===== src/rtl/fetch_pkg.sv =====
// ---------------------------------------------------------------------------
// fetch_pkg
// Shared definitions for the fetch sequencer:
//   - state_e       : IDLE / RUN / DONE sequencer states
//   - OPC_HALT/NOP  : opcode values the fetch unit recognises or emits
//   - OPC_* / OPR_* : bit positions of the opcode and operand fields
//   - JUMP_LUT      : absolute jump-target table, only consulted when the
//                     design is built with FETCH_JUMP_LUT_EN defined
// ---------------------------------------------------------------------------
package fetch_pkg;

    typedef enum logic [1:0] {
        ST_IDLE = 2'd0,
        ST_RUN  = 2'd1,
        ST_DONE = 2'd2
    } state_e;

    localparam logic [3:0] OPC_HALT = 4'b1111;
    localparam logic [3:0] OPC_NOP  = 4'b0101;  // add, never a jump or store

    // Instruction field layout: opcode = instr[8:5], operand = instr[4:0].
    localparam int OPC_MSB = 8;
    localparam int OPC_LSB = 5;
    localparam int OPR_MSB = 4;
    localparam int OPR_LSB = 0;
    localparam int OPR_W   = OPR_MSB - OPR_LSB + 1;

    localparam int LUT_DEPTH = 32;
    localparam int LUT_W     = 16;  // wide enough for any sensible PC_W

    // Absolute jump targets indexed by the 5-bit operand.
    localparam logic [LUT_W-1:0] JUMP_LUT [LUT_DEPTH] = '{
        16'd0,    16'd100,  16'd200,  16'd300,
        16'd400,  16'd500,  16'd600,  16'd700,
        16'd800,  16'd900,  16'd1000, 16'd16,
        16'd32,   16'd48,   16'd64,   16'd80,
        16'd96,   16'd112,  16'd128,  16'd144,
        16'd160,  16'd176,  16'd192,  16'd208,
        16'd224,  16'd240,  16'd256,  16'd272,
        16'd288,  16'd512,  16'd768,  16'd1023
    };

endpackage : fetch_pkg


===== src/rtl/fetch_unit_jump_target.sv =====
// ---------------------------------------------------------------------------
// fetch_unit_jump_target (module jump_target)
// Combinational jump-target generator.
//   pc_i      : current program counter
//   operand_i : 5-bit operand field of the current instruction
//   target_o  : address loaded into the PC when a jump is taken
// Build option FETCH_JUMP_LUT_EN: when defined the target is the absolute
// address JUMP_LUT[operand]; otherwise it is pc + sign_extend(operand),
// wrapping modulo 2^PC_W.
// ---------------------------------------------------------------------------
module jump_target
    import fetch_pkg::*;
#(
    parameter int PC_W = 10
) (
    input  logic [PC_W-1:0]  pc_i,
    input  logic [OPR_W-1:0] operand_i,
    output logic [PC_W-1:0]  target_o
);

`ifdef FETCH_JUMP_LUT_EN
    // The PC is not needed for absolute targets; fold it away explicitly.
    logic unused_pc;
    assign unused_pc = ^pc_i;

    logic [LUT_W-1:0] lut_entry;
    assign lut_entry = JUMP_LUT[operand_i];
    assign target_o  = lut_entry[PC_W-1:0];
`else
    // Two's-complement offset -16..+15; the sum naturally wraps at 2^PC_W.
    logic [PC_W-1:0] offset;
    assign offset   = {{(PC_W-OPR_W){operand_i[OPR_W-1]}}, operand_i};
    assign target_o = pc_i + offset;
`endif

endmodule : jump_target


===== src/rtl/fetch_unit.sv =====
// ---------------------------------------------------------------------------
// fetch_unit
// Program counter and start/run/done fetch sequencer feeding the control
// decoder. Addresses the combinational instruction ROM, splits the fetched
// word into opcode/operand, chooses the next PC from the decoder jump
// outputs and the ALU flag, and counts RUN cycles for benchmarking.
//
// Ports:
//   clk, reset     : clock, asynchronous active-high reset
//   start          : level-sampled request to begin at start_addr
//   start_addr     : PC loaded when a start is accepted (IDLE or DONE)
//   instr_in       : ROM data for address pc, same cycle
//   uncd_jmp       : decoder unconditional-jump
//   jtype          : decoder conditional-jump
//   flag           : ALU compare flag
//   pc             : ROM address
//   opcode         : instr_in[8:5] in RUN, OPC_NOP otherwise
//   operand        : instr_in[4:0]
//   running, done  : registered state decodes
//   cycle_cnt      : saturating count of RUN cycles since last start
//
// Build option FETCH_JUMP_LUT_EN selects absolute LUT jump targets (handled
// entirely inside jump_target).
// ---------------------------------------------------------------------------
module fetch_unit
    import fetch_pkg::*;
#(
    parameter int PC_W    = 10,
    parameter int INSTR_W = 9,
    parameter int CNT_W   = 16
) (
    input  logic               clk,
    input  logic               reset,
    input  logic               start,
    input  logic [PC_W-1:0]    start_addr,
    input  logic [INSTR_W-1:0] instr_in,
    input  logic               uncd_jmp,
    input  logic               jtype,
    input  logic               flag,
    output logic [PC_W-1:0]    pc,
    output logic [3:0]         opcode,
    output logic [OPR_W-1:0]   operand,
    output logic               running,
    output logic               done,
    output logic [CNT_W-1:0]   cycle_cnt
);

    state_e            state_q, state_d;
    logic [PC_W-1:0]   pc_q, pc_d;
    logic [CNT_W-1:0]  cnt_q, cnt_d;

    logic [3:0]        instr_opc;
    logic [PC_W-1:0]   target;
    logic              take;
    logic              is_halt;

    assign instr_opc = instr_in[OPC_MSB:OPC_LSB];
    assign operand   = instr_in[OPR_MSB:OPR_LSB];
    assign is_halt   = (instr_opc == OPC_HALT);
    assign take      = uncd_jmp | (jtype & flag);

    jump_target #(
        .PC_W(PC_W)
    ) u_jump_target (
        .pc_i      (pc_q),
        .operand_i (operand),
        .target_o  (target)
    );

    // NOTE: every signal gets a hold default before the case so no path
    // leaves one unassigned (which would infer a latch).
    always_comb begin
        state_d = state_q;
        pc_d    = pc_q;
        cnt_d   = cnt_q;
        unique case (state_q)
            ST_IDLE, ST_DONE: begin
                if (start) begin
                    state_d = ST_RUN;
                    pc_d    = start_addr;
                    cnt_d   = '0;
                end
            end
            ST_RUN: begin
                // Every RUN cycle counts, including the HALT cycle.
                cnt_d = (cnt_q == {CNT_W{1'b1}}) ? cnt_q : cnt_q + CNT_W'(1);
                // HALT wins over a jump decoded in the same cycle.
                if (is_halt) begin
                    state_d = ST_DONE;
                end else if (take) begin
                    pc_d = target;
                end else begin
                    pc_d = pc_q + PC_W'(1);
                end
            end
            default: begin
                state_d = ST_IDLE;
            end
        endcase
    end

    // NOTE: sequential state uses non-blocking assignments so all registers
    // update together from the pre-edge values.
    always_ff @(posedge clk or posedge reset) begin
        if (reset) begin
            state_q <= ST_IDLE;
            pc_q    <= '0;
            cnt_q   <= '0;
        end else begin
            state_q <= state_d;
            pc_q    <= pc_d;
            cnt_q   <= cnt_d;
        end
    end

    assign pc        = pc_q;
    assign cycle_cnt = cnt_q;
    assign running   = (state_q == ST_RUN);
    assign done      = (state_q == ST_DONE);

    // Outside RUN the decoder must see a harmless opcode.
    assign opcode    = running ? instr_opc : OPC_NOP;

endmodule : fetch_unit


===== config.mk =====
export PLATFORM = sky130hd
export DESIGN_NAME = fetch_unit
export DESIGN_NICKNAME = d
export VERILOG_FILES = /design/src/rtl/fetch_pkg.sv /design/src/rtl/fetch_unit_jump_target.sv /design/src/rtl/fetch_unit.sv
export SDC_FILE = /design/constraint.sdc
export NUM_CORES = 1
export LEC_CHECK = 0
export ABC_AREA = 0
export CAP_MARGIN = 10
export CORE_MARGIN = 2
export CORE_UTILIZATION = 41
export CTS_BUF_LIST = sky130_fd_sc_hd__clkbuf_16
export CTS_CLUSTER_DIAMETER = 50
export DETAILED_ROUTE_END_ITERATION = 6
export GPL_TIMING_DRIVEN = 0
export PLACE_DENSITY = 0.76
export SYNTH_ARGS = -nofsm -noshare
export SYNTH_HDL_FRONTEND = slang
export SYNTH_SLANG_ARGS = --single-unit
export TNS_END_PERCENT = 20

===== constraint.sdc =====
create_clock -name clk -period 2.1 [get_ports clk]
set_clock_uncertainty 0.15 [all_clocks]
set_input_delay 0.42 -clock clk [delete_from_list [all_inputs] [get_ports clk]]
set_output_delay 0.42 -clock clk [all_outputs]
set_load 0.01 [all_outputs]

## Yosys cells after proc, flatten, opt, wreduce, memory -nomap -nowiden

Index checks and enable logic that the tools add are counted.

| cells by class | value |
|---|---|
| add/subtract/negate cells | 3 |
| eq/ne operators | 8 |
| mux-type cells | 11 |
| bitwise logic cells | 2 |
| reduce and logical (&&, ||, !) cells | 6 |

Operators by type and width:

| cell | count |
|---|---|
| 2-to-1 mux 16 bit | 2 |
| case mux 16 bit (2 select lines) | 1 |
| 2-to-1 mux 10 bit | 3 |
| case mux 10 bit (2 select lines) | 1 |
| adder 16 x 1 -> 16 bit (second input constant) | 1 |
| equality test 16 bit (second input constant) | 1 |
| adder 10 x 1 -> 10 bit (second input constant) | 1 |
| adder 10 bit | 1 |
| inequality test 2 bit (second input constant) | 3 |
| AND reduction 3 bit | 2 |
| equality test 4 bit (second input constant) | 1 |
| 2-to-1 mux 2 bit | 2 |
| 2-to-1 mux 4 bit | 1 |
| case mux 2 bit (2 select lines) | 1 |
| equality test 2 x 1 -> 1 bit (second input constant) | 1 |
| equality test 2 bit (second input constant) | 1 |
| logical NOT 2 bit | 1 |
| inequality test 2 x 1 -> 1 bit (second input constant) | 1 |
| AND reduction 2 bit | 1 |
| nonzero test 2 bit | 1 |
| OR reduction 2 bit | 1 |
| bitwise AND 1 bit | 1 |
| OR 1 bit | 1 |

| word-level totals | value |
|---|---|
| register bits after elaboration | 28 |
| input port bits | 25 |
| logic and storage cells | 33 |

## Longest topological paths before layout

Gate-level depths: netlist (run 1).

| depth | value |
|---|---|
| depth in word-level cells | 5 |
| gate-level depth with buffers | 9 |

## Modules after synthesis

A second synthesis (run 1) with hierarchy kept.

| unflattened totals | value |
|---|---|
| cells, all modules | 259 |
| area total of the unflattened synthesis | 2215.9 µm² |

By module, submodules not included:

| module | times used | cells each | area an instance (µm²) |
|---|---|---|---|
| fetch_unit | 1 | 208 | 1830.5 |
| jump_target | 1 | 51 | 385.4 |

## Worst setup path after synthesis (run 1)

Ideal clock, no wire load.

| timing | value |
|---|---|
| path type | input to register |
| start | input port jtype |
| end | register pc_q[8], in the netlist pc[8] |
| setup time | 0.069 ns |
| arrival | 2.400 ns |
| required time | 1.881 ns |
| setup slack | -0.519 ns |
| cell stages on the path | 9 |
| path through | a21o_1 > nand2b_1 > ha_1 > fa_1 > nand3_1 > nand2_1 > or4b_1 > a2111o_1 > nand3_1 |

| between the ends | value |
|---|---|
| cells in the longest elaborated chain, start to end | 5 |

RTL lines:

| element | line | text |
|---|---|---|
| from (decl) | fetch_unit.sv:38 | `input logic jtype,` |
| bitwise AND 1 bit | fetch_unit.sv:60 | `assign take = uncd_jmp \| (jtype & flag);` |
| OR 1 bit | fetch_unit.sv:60 |  |
| 2-to-1 mux 10 bit | fetch_unit.sv:90 | `end else if (take) begin` |
| 2-to-1 mux 10 bit | fetch_unit.sv:88 | `if (is_halt) begin` |
| case mux 10 bit (2 select lines) | fetch_unit.sv:76 | `unique case (state_q)` |
| to (signal assigned) | fetch_unit.sv:111 | `pc_q <= pc_d;` |
| to (decl) | fetch_unit.sv:49 | `logic [PC_W-1:0] pc_q, pc_d;` |

Every way passes these cells. The select of a mux whose other input is x is not followed.
A chain may end at the register's enable or synchronous reset.

## Worst setup path after layout (run 1)

Same ends and word-level chain as after synthesis.

==> metrics.cfg, run 1 <==
[synthesis]
synth_edf_count = 0
synth.distinct_cells = 49
synth_top_area_cell = dfrtp_1
syn_inst = 205
syn_nets = 236
yosysSeqAreaShare = 0.3894
async_reset_ff_frac = 1.000
synth_area_leaders = dfrtp_1 (39%), a21oi_1 (4.2%), nand2_1 (3.5%), ha_1 (3.5%), o211ai_1 (2.9%)
synth.top_cell.area_share = 0.3894
synth.avg_cell_area_um2 = 8.777
synth_seq_cells = 28
ys.flop_type = dfrtp_1
syn_area_um2 = 1799
ys_warn_count = 0

[timing]
worst_slack_ns = -0.2135
rsz0062_at_grt = yes
timing.final.crit_period_ns = 2.313
setup_viol = 6
fmaxAchievable_mhz = 432.3
slew_viol_final = 0
max_slew_margin = 0.5751
post-route-period-util = 1.102
finalHoldViolations = 0
worstMarginPinSlew_ns = 0.6315
worst_hold_slack_ns = 0.2696

[setup_path]
crit_type = in -> reg
critical_path.endpoint_type = register
worstPathCellList = buf_6, a21o_4, and2_4, fa_2, nand3_2, nand2_2, or4b_4, a2111o_1, nand3_1
cpMaxStageDelayCell = or4b_4
required_ns = 2.15
worstPathMaxFanout = 5
worstRegToRegCells = 7
worstPathArrival_ns = 2.36
start_kind = input pin
max_stage_delay_ns = 0.52

[global_route]
grt_pass1_wl_um = 8611
grt_pass1_vias = 1903
gr-total-overflow = 0
grt_max_degree = 29
track_usage = 0.2143
grt_antenna_before_repair = 0

[route]
routed_wire_length_per_instance_um = 16.00
route.detailed.drc = 0
dr.first_iter.drc_count = 215
via_per_inst = 5.725
drt_wl_total_um = 5407
dr.pass1.iters = 4
routed-via-count = 1935
ant_nets = 0

[final_layout]
n_antenna_cell = 0
stdcell_area_um2 = 2873
multi_input_area_um2 = 1174
ff_latch_area_um2 = 700.7
nNetsFinal = 318
fillerInstances = 358
area_growth_pct = 59.67
layout-drive-gt1-share = 0.2308

[power_and_ir_drop]
power.total_w = 0.003200
sequentialPowerShare = 0.283
internal-power_w = 0.001900
p_sw_w = 0.001300
power_frac_comb = 0.580
p_sw_frac = 0.4063
power_density_nw_per_um2 = 1114
pwr-share-clk = 0.136
p_leak_nw = 1.202
ir_drop_uv = 880.7

[floorplanning]
num_rows = 24
die_h_um = 70.25
io_pins = 62
die_w_um = 70.25
initial_core_util = 0.4190
fp.dieArea_um2 = 4934
core_um2 = 4294

[place]
placed_area_um2 = 2485
io_buffers = 61
globalplace.congestion = 0.8408
hpwl_um = 3509

[clock_tree]
clock_sinks = 28
cts_tree = built
cts_made_buffers = 3
cts_hold_buffers = 0
cts.reportedPaths.clkPinSlew_ns = 0.07
clockBufferDepth = 2
h-tree-depth = 1
clk_latency_ns = 0.26
root_buffer = clkbuf_16

[min_path]
min_path_type = in -> async

[status]
status = complete, but fails checks
violations = negative setup slack

[run]
cap_violations = 0

## power by group through the flow
stage | clock network (W) | logic [W] | registers [W]
floorplan | 0 | 0.000846 | 0.000915
global placement | 0 | 0.00147 | 0.000880
detailed placement | 0 | 0.00150 | 0.000887
CTS | 0.000448 | 0.00168 | 0.000889
global route | 0.000467 | 0.00202 | 0.000930
finish | 0.000436 | 0.00186 | 0.000906
## cell type report
type | count | share of cell area
Multi-Input combinational cell | 154 | 0.4085
Inverter | 12 | 0.01568
Sequential cell | 28 | 0.2439
Clock buffer | 3 | 0.02613
Clock inverter | 1 | 0.001307
Buffer | 11 | 0.02570
Tap cell | 52 | 0.02265
Timing Repair Buffer | 77 | 0.2561
## cells in the mapped netlist (2+ instances only)
master / number
nand4_1: 5
or3_1: 2
a2bb2oi_1: 2
mux2i_1: 5
o211ai_1: 7
o22ai_1: 2
o2111ai_1: 3
nand2_1: 17
nand3_1: 9
xor2_1: 2
o31ai_1: 3
o21ai_0: 7
ha_1: 5
and3_1: 2
xnor2_1: 3
a31oi_1: 4
a21o_1: 2
dfrtp_1: 28
and2_1: 5
clkbuf_1: 5
o21ai_1: 8
inv_2: 2
a21oi_1: 15
o21a_1: 2
nand2b_1: 5
or4_1: 4
nor2_1: 11
buf_4: 5
inv_1: 10
a211oi_1: 3
nor3_1: 4
## what timing repair did
item	4_1_cts	5_1_grt
endpoints found under the setup margin	22	26
gates resized for setup	48	22
buffers inserted	7	8
pin swaps	13	4
## per-stage QoR
stage                     std cells  setup TNS [ns]  setup slack (ns)  utilization
final                           338         -0.4025           -0.2135       0.6690
after global placement          318          -8.373            -1.096       0.5787
after global routing            338          -1.179           -0.2536       0.6690
after detailed placement        318          -8.781            -1.098       0.5787
after CTS                       329         -0.3558           -0.2046       0.6302
after floorplan                 205         -0.9567           -0.4314            -
## cells in the final DEF, fill, tap and decap left out, drive strengths merged, types with 4 or more instances in the layout
cell type,synthesis,routed
inv,12,12
buf,6,26
dfrtp,28,28
a21oi,15,15
and2,5,5
dlygate4sd2,0,7
nand2b,5,5
ha,5,5
nand4,5,5
nand2,17,17
o211ai,7,7
nand3,9,9
mux2i,5,5
a31oi,4,4
clkbuf,5,9
or4,5,5
nor3,4,4
o21ai,15,15
clkdlybuf4s50,0,48
nor2,12,12
## kinds of logic (layout without fill, tap and decap cells)
kind of cell               count (synthesis)  count (layout)  synth area share
and+or+nand+nor                           72              72            0.2135
AOI/OAI and AO/OA                         65              65            0.2344
xor gates and xnor gates                   5               5           0.02434
buffers and inverters                     23             104           0.05842
muxes                                      6               6           0.03408
adders and majority gates                  6               6           0.04590
DFF                                       28              28            0.3894
## worst paths after layout
check | from | end | slack, ns
setup / recovery | jtype | pc[8]$_DFFE_PP0P_ | -0.21
hold / removal | reset | cycle_cnt[1]$_DFFE_PP0P_ | 0.27
setup reg to reg | pc[0]$_DFFE_PP0P_ | pc[8]$_DFFE_PP0P_ | -0.18
hold reg to reg | cycle_cnt[6]$_DFFE_PP0P_ | cycle_cnt[6]$_DFFE_PP0P_ | 0.37
max in group asynchronous | reset | cycle_cnt[8]$_DFFE_PP0P_ | 1.11
min in group clk | cycle_cnt[6]$_DFFE_PP0P_ | cycle_cnt[6]$_DFFE_PP0P_ | 0.37
## per-layer routing
layer	global-route usage	wire, um	up-vias
met5	0	0	-
met4	0.05983	58	0
met3	0.03463	201	6
met2	0.3753	2802	52
met1	0.2719	2344	955
li1	-	-	922
## state kept, by name, indices dropped and copies added, names as in the netlist
| register | flops |
|---|---|
| cycle_cnt | 16 |
| pc | 10 |
| state_q | 2 |
## worst max-delay path: cells and delay by family
| family | cells | cell delay [ns] |
|---|---|---|
| AND/OR/NAND/NOR | 5 | 0.90 |
| AO/OA/AOI/OAI | 2 | 0.61 |
| adder cells (fa/ha/maj) | 1 | 0.35 |
| buffers and inverters | 1 | 0.09 |
No activity file was read; power rests on OpenSTA's default activity.
==> run 2: changes to the inputs <==
--- a/config.mk
+++ b/config.mk
@@ -14,6 +14,7 @@
 export DETAILED_ROUTE_END_ITERATION = 6
 export GPL_TIMING_DRIVEN = 0
 export PLACE_DENSITY = 0.76
+export REMOVE_ABC_BUFFERS = 1
 export SYNTH_ARGS = -nofsm -noshare
 export SYNTH_HDL_FRONTEND = slang
 export SYNTH_SLANG_ARGS = --single-unit
==> metrics.cfg, run 2 (synthesis gave the netlist of run 1 again) <==
[timing]
rsz0062_at_grt = yes
post-route-period-util = 1.138  ; +0.03660
fin_tns_setup_ns = -0.9323  ; -0.5298 ns
max_slew_margin = 0.2718  ; -0.3033
fmaxAchievable_mhz = 418.4  ; -3.2%
worst_slack_ns = -0.2903  ; -0.07685 ns
worstMarginPinSlew_ns = 1.091  ; +0.4596 ns
slew_viol_final = 0  ; unchanged
timing.final.crit_period_ns = 2.390  ; +0.07685 ns
setup_viol = 9  ; +3
finalHoldViolations = 0  ; unchanged

[setup_path]
worstPathCellList = buf_6, a21o_4, buf_6, and2_4, ha_4, a21oi_4, nand2_2, or4b_4, a2111o_1, nand3_1
crit_type = in -> reg
max_stage_delay_ns = 0.48  ; -0.04 ns
r2r_slack_ns = -0.23  ; -0.05 ns
worstPathMaxFanout = 4  ; -1
worstRegToRegCells = 7  ; unchanged
cp_num_buf_inv = 2  ; +1
cp_common_cell = buf_6
cpMaxStageDelayCell = or4b_4
critical_path.endpoint_type = register
path_delay_family = compound AO/OA/AOI/OAI gates
timing.rr.start = pc[0]$_DFFE_PP0P_
worstPathArrival_ns = 2.45  ; +0.09 ns
cp_num_cells = 10  ; +1
start_kind = input pin
required_ns = 2.16  ; about the same
worstReg2RegEnd = pc[8]$_DFFE_PP0P_

[final_layout]
nNetsFinal = 299  ; -6.0%
fin_util = 0.6410  ; -0.02797
largest_reg_flops = 16  ; unchanged
final_cells = 319  ; -5.6%
layout_common_cells = clkdlybuf4s50_1 (49), dfrtp_1 (27), nand2_1 (16), a21oi_1 (12)
fillerInstances = 337  ; -5.9%
final_common_cell = clkdlybuf4s50_1
layout-drive-gt1-share = 0.1760  ; -0.05474
n_antenna_cell = 0  ; unchanged
area_growth_pct = 52.99

[clock_tree]
cts_tree = built
cts_made_buffers = 3  ; unchanged
cts_hold_buffers = 0  ; unchanged
clk_latency_ns = 0.27  ; about the same
clock_sinks = 28  ; unchanged
cts.reportedPaths.clkPinSlew_ns = 0.07  ; about the same
h-tree-depth = 1  ; unchanged
clockBufferDepth = 2  ; unchanged
root_buffer = clkbuf_16

[power_and_ir_drop]
ir_drop_uv = 749.5  ; -15%
p_sw_w = 0.001339  ; +3.0%
power_frac_comb = 0.546  ; -0.034
power_density_nw_per_um2 = 1191  ; +6.9%
p_leak_nw = 1.118  ; -7.0%
sequentialPowerShare = 0.277  ; -0.006
p_sw_frac = 0.4083  ; +0.002006
internal-power_w = 0.001940  ; +2.1%
pwr-share-clk = 0.177  ; +0.041

[floorplanning]
io_pins = 62  ; unchanged
die_w_um = 70.25  ; unchanged
die_h_um = 70.25  ; unchanged
initial_core_util = 0.4190  ; unchanged
core_um2 = 4294  ; unchanged
fp.dieArea_um2 = 4934  ; unchanged
num_rows = 24  ; unchanged

[place]
io_buffers = 61  ; unchanged
place_inst = 307  ; -3.5%
globalplace.congestion = 0.8022  ; -4.6%
hpwl_um = 3220  ; -8.2%

[route]
route.detailed.drc = 0  ; unchanged
drt_wl_total_um = 5245  ; -3.0%
via_per_inst = 5.793  ; +1.2%
dr.pass1.iters = 4  ; unchanged
routed_wire_length_per_instance_um = 16.44  ; +2.8%
ant_nets = 0  ; unchanged
routed-via-count = 1848  ; -4.5%
dr.first_iter.drc_count = 160  ; -26%

[min_path]
holdPathEnd = cycle_cnt[8]$_DFFE_PP0P_
worstHoldStart = cycle_cnt[8]$_DFFE_PP0P_
holdPathStages = 1
min_path_type = reg -> reg

[global_route]
track_usage = 0.2123  ; -0.002017
grt_pass1_vias = 1767  ; -7.1%
gr-total-overflow = 0  ; unchanged
grt_max_degree = 29  ; unchanged
grt_pass1_wl_um = 8438  ; -2.0%
grt_antenna_before_repair = 0  ; unchanged

[status]
status = complete, but fails checks
violations = negative setup slack

[run]
cap_violations = 0  ; unchanged

run 2: cell count changes in the layout (fill, tap and decap cells not counted), sizes merged:
cell | previous run | this run
inv | 12 | 13
clkbuf | 9 | 4
clkdlybuf4s15 | 1 | 0
buf | 26 | 10
bufinv | 0 | 1
clkinv | 1 | 0
dlygate4sd2 | 7 | 8
clkdlybuf4s50 | 48 | 49
run 2: per-layer routing:
layer	vias up	part of all wire	GRT usage	wire (um)
li1	892	-	-	-
met1	876	0.43	0.2693	2281
met2	67	0.49	0.3585	2557
met3	13	0.051	0.03319	269
met4	0	0.026	0.08761	137
met5	-	0	0	0
run 2: final cells by class:
type,instances,area [um^2],area share
clock buffer,3,75.07,0.02727
inverter,12,52.55,0.01909
timing repair buffer,68,649.4,0.2359
timing repair inverter,1,6.256,0.002273
tap,52,65.06,0.02364
sequential,28,701.9,0.2550
clock inverter,1,30.03,0.01091
multi-input combinational,154,1172,0.4259
run 2: how the worst max path moves through the flow:
stage	start	end	slack [ns]
2_1_floorplan	jtype	pc[8]$_DFFE_PP0P_	-0.52
6_report	jtype	pc[8]$_DFFE_PP0P_	-0.29
5_1_grt	jtype	pc[8]$_DFFE_PP0P_	-0.32
3_3_place_gp	jtype	pc[8]$_DFFE_PP0P_	-1.18
4_1_cts	flag	pc[8]$_DFFE_PP0P_	-0.24
3_5_place_dp	jtype	pc[8]$_DFFE_PP0P_	-1.20
run 2: timing repair:
action | 4_1_cts | 5_1_grt
gates resized for setup | 58 | 7
buffers inserted | 7 | 2
hold endpoints to repair | 0 | 0
cloned | 1 | 0
endpoints found under the setup margin | 33 | 22
pin swaps | 16 | 10
run 2: power by group through the flow:
stage	clock network (W)	registers [W]	logic (W)
after floorplan	0	0.000914	0.000800
after global placement	0	0.000878	0.00142
after detailed placement	0	0.000882	0.00145
after CTS	0.000585	0.000901	0.00168
after global routing	0.000605	0.000935	0.00193
final	0.000581	0.000909	0.00179
run 2: through the flow:
step / total power, W / hold slack (ns) / cell area, um^2 / setup WS [ns]
final: 0.003279 / 0.3748 / 2753 / -0.2903
after global routing: 0.003470 / 0.4183 / 2753 / -0.3234
after CTS: 0.003165 / 0.3770 / 2720 / -0.2408
after detailed placement: 0.002331 / 0.3663 / 2415 / -1.204
after global placement: 0.002302 / 0.3484 / 2415 / -1.177
after floorplan: 0.001714 / 0.3354 / 1739 / -0.5195
run 2: worst register-to-register path: stages, from the launching register on:
cell,delay [ns]
dfrtp_1,0.43
ha_4,0.18
fa_2,0.37
nand3_2,0.10
nand2_2,0.07
or4b_4,0.48
a2111o_1,0.42
nand3_1,0.07
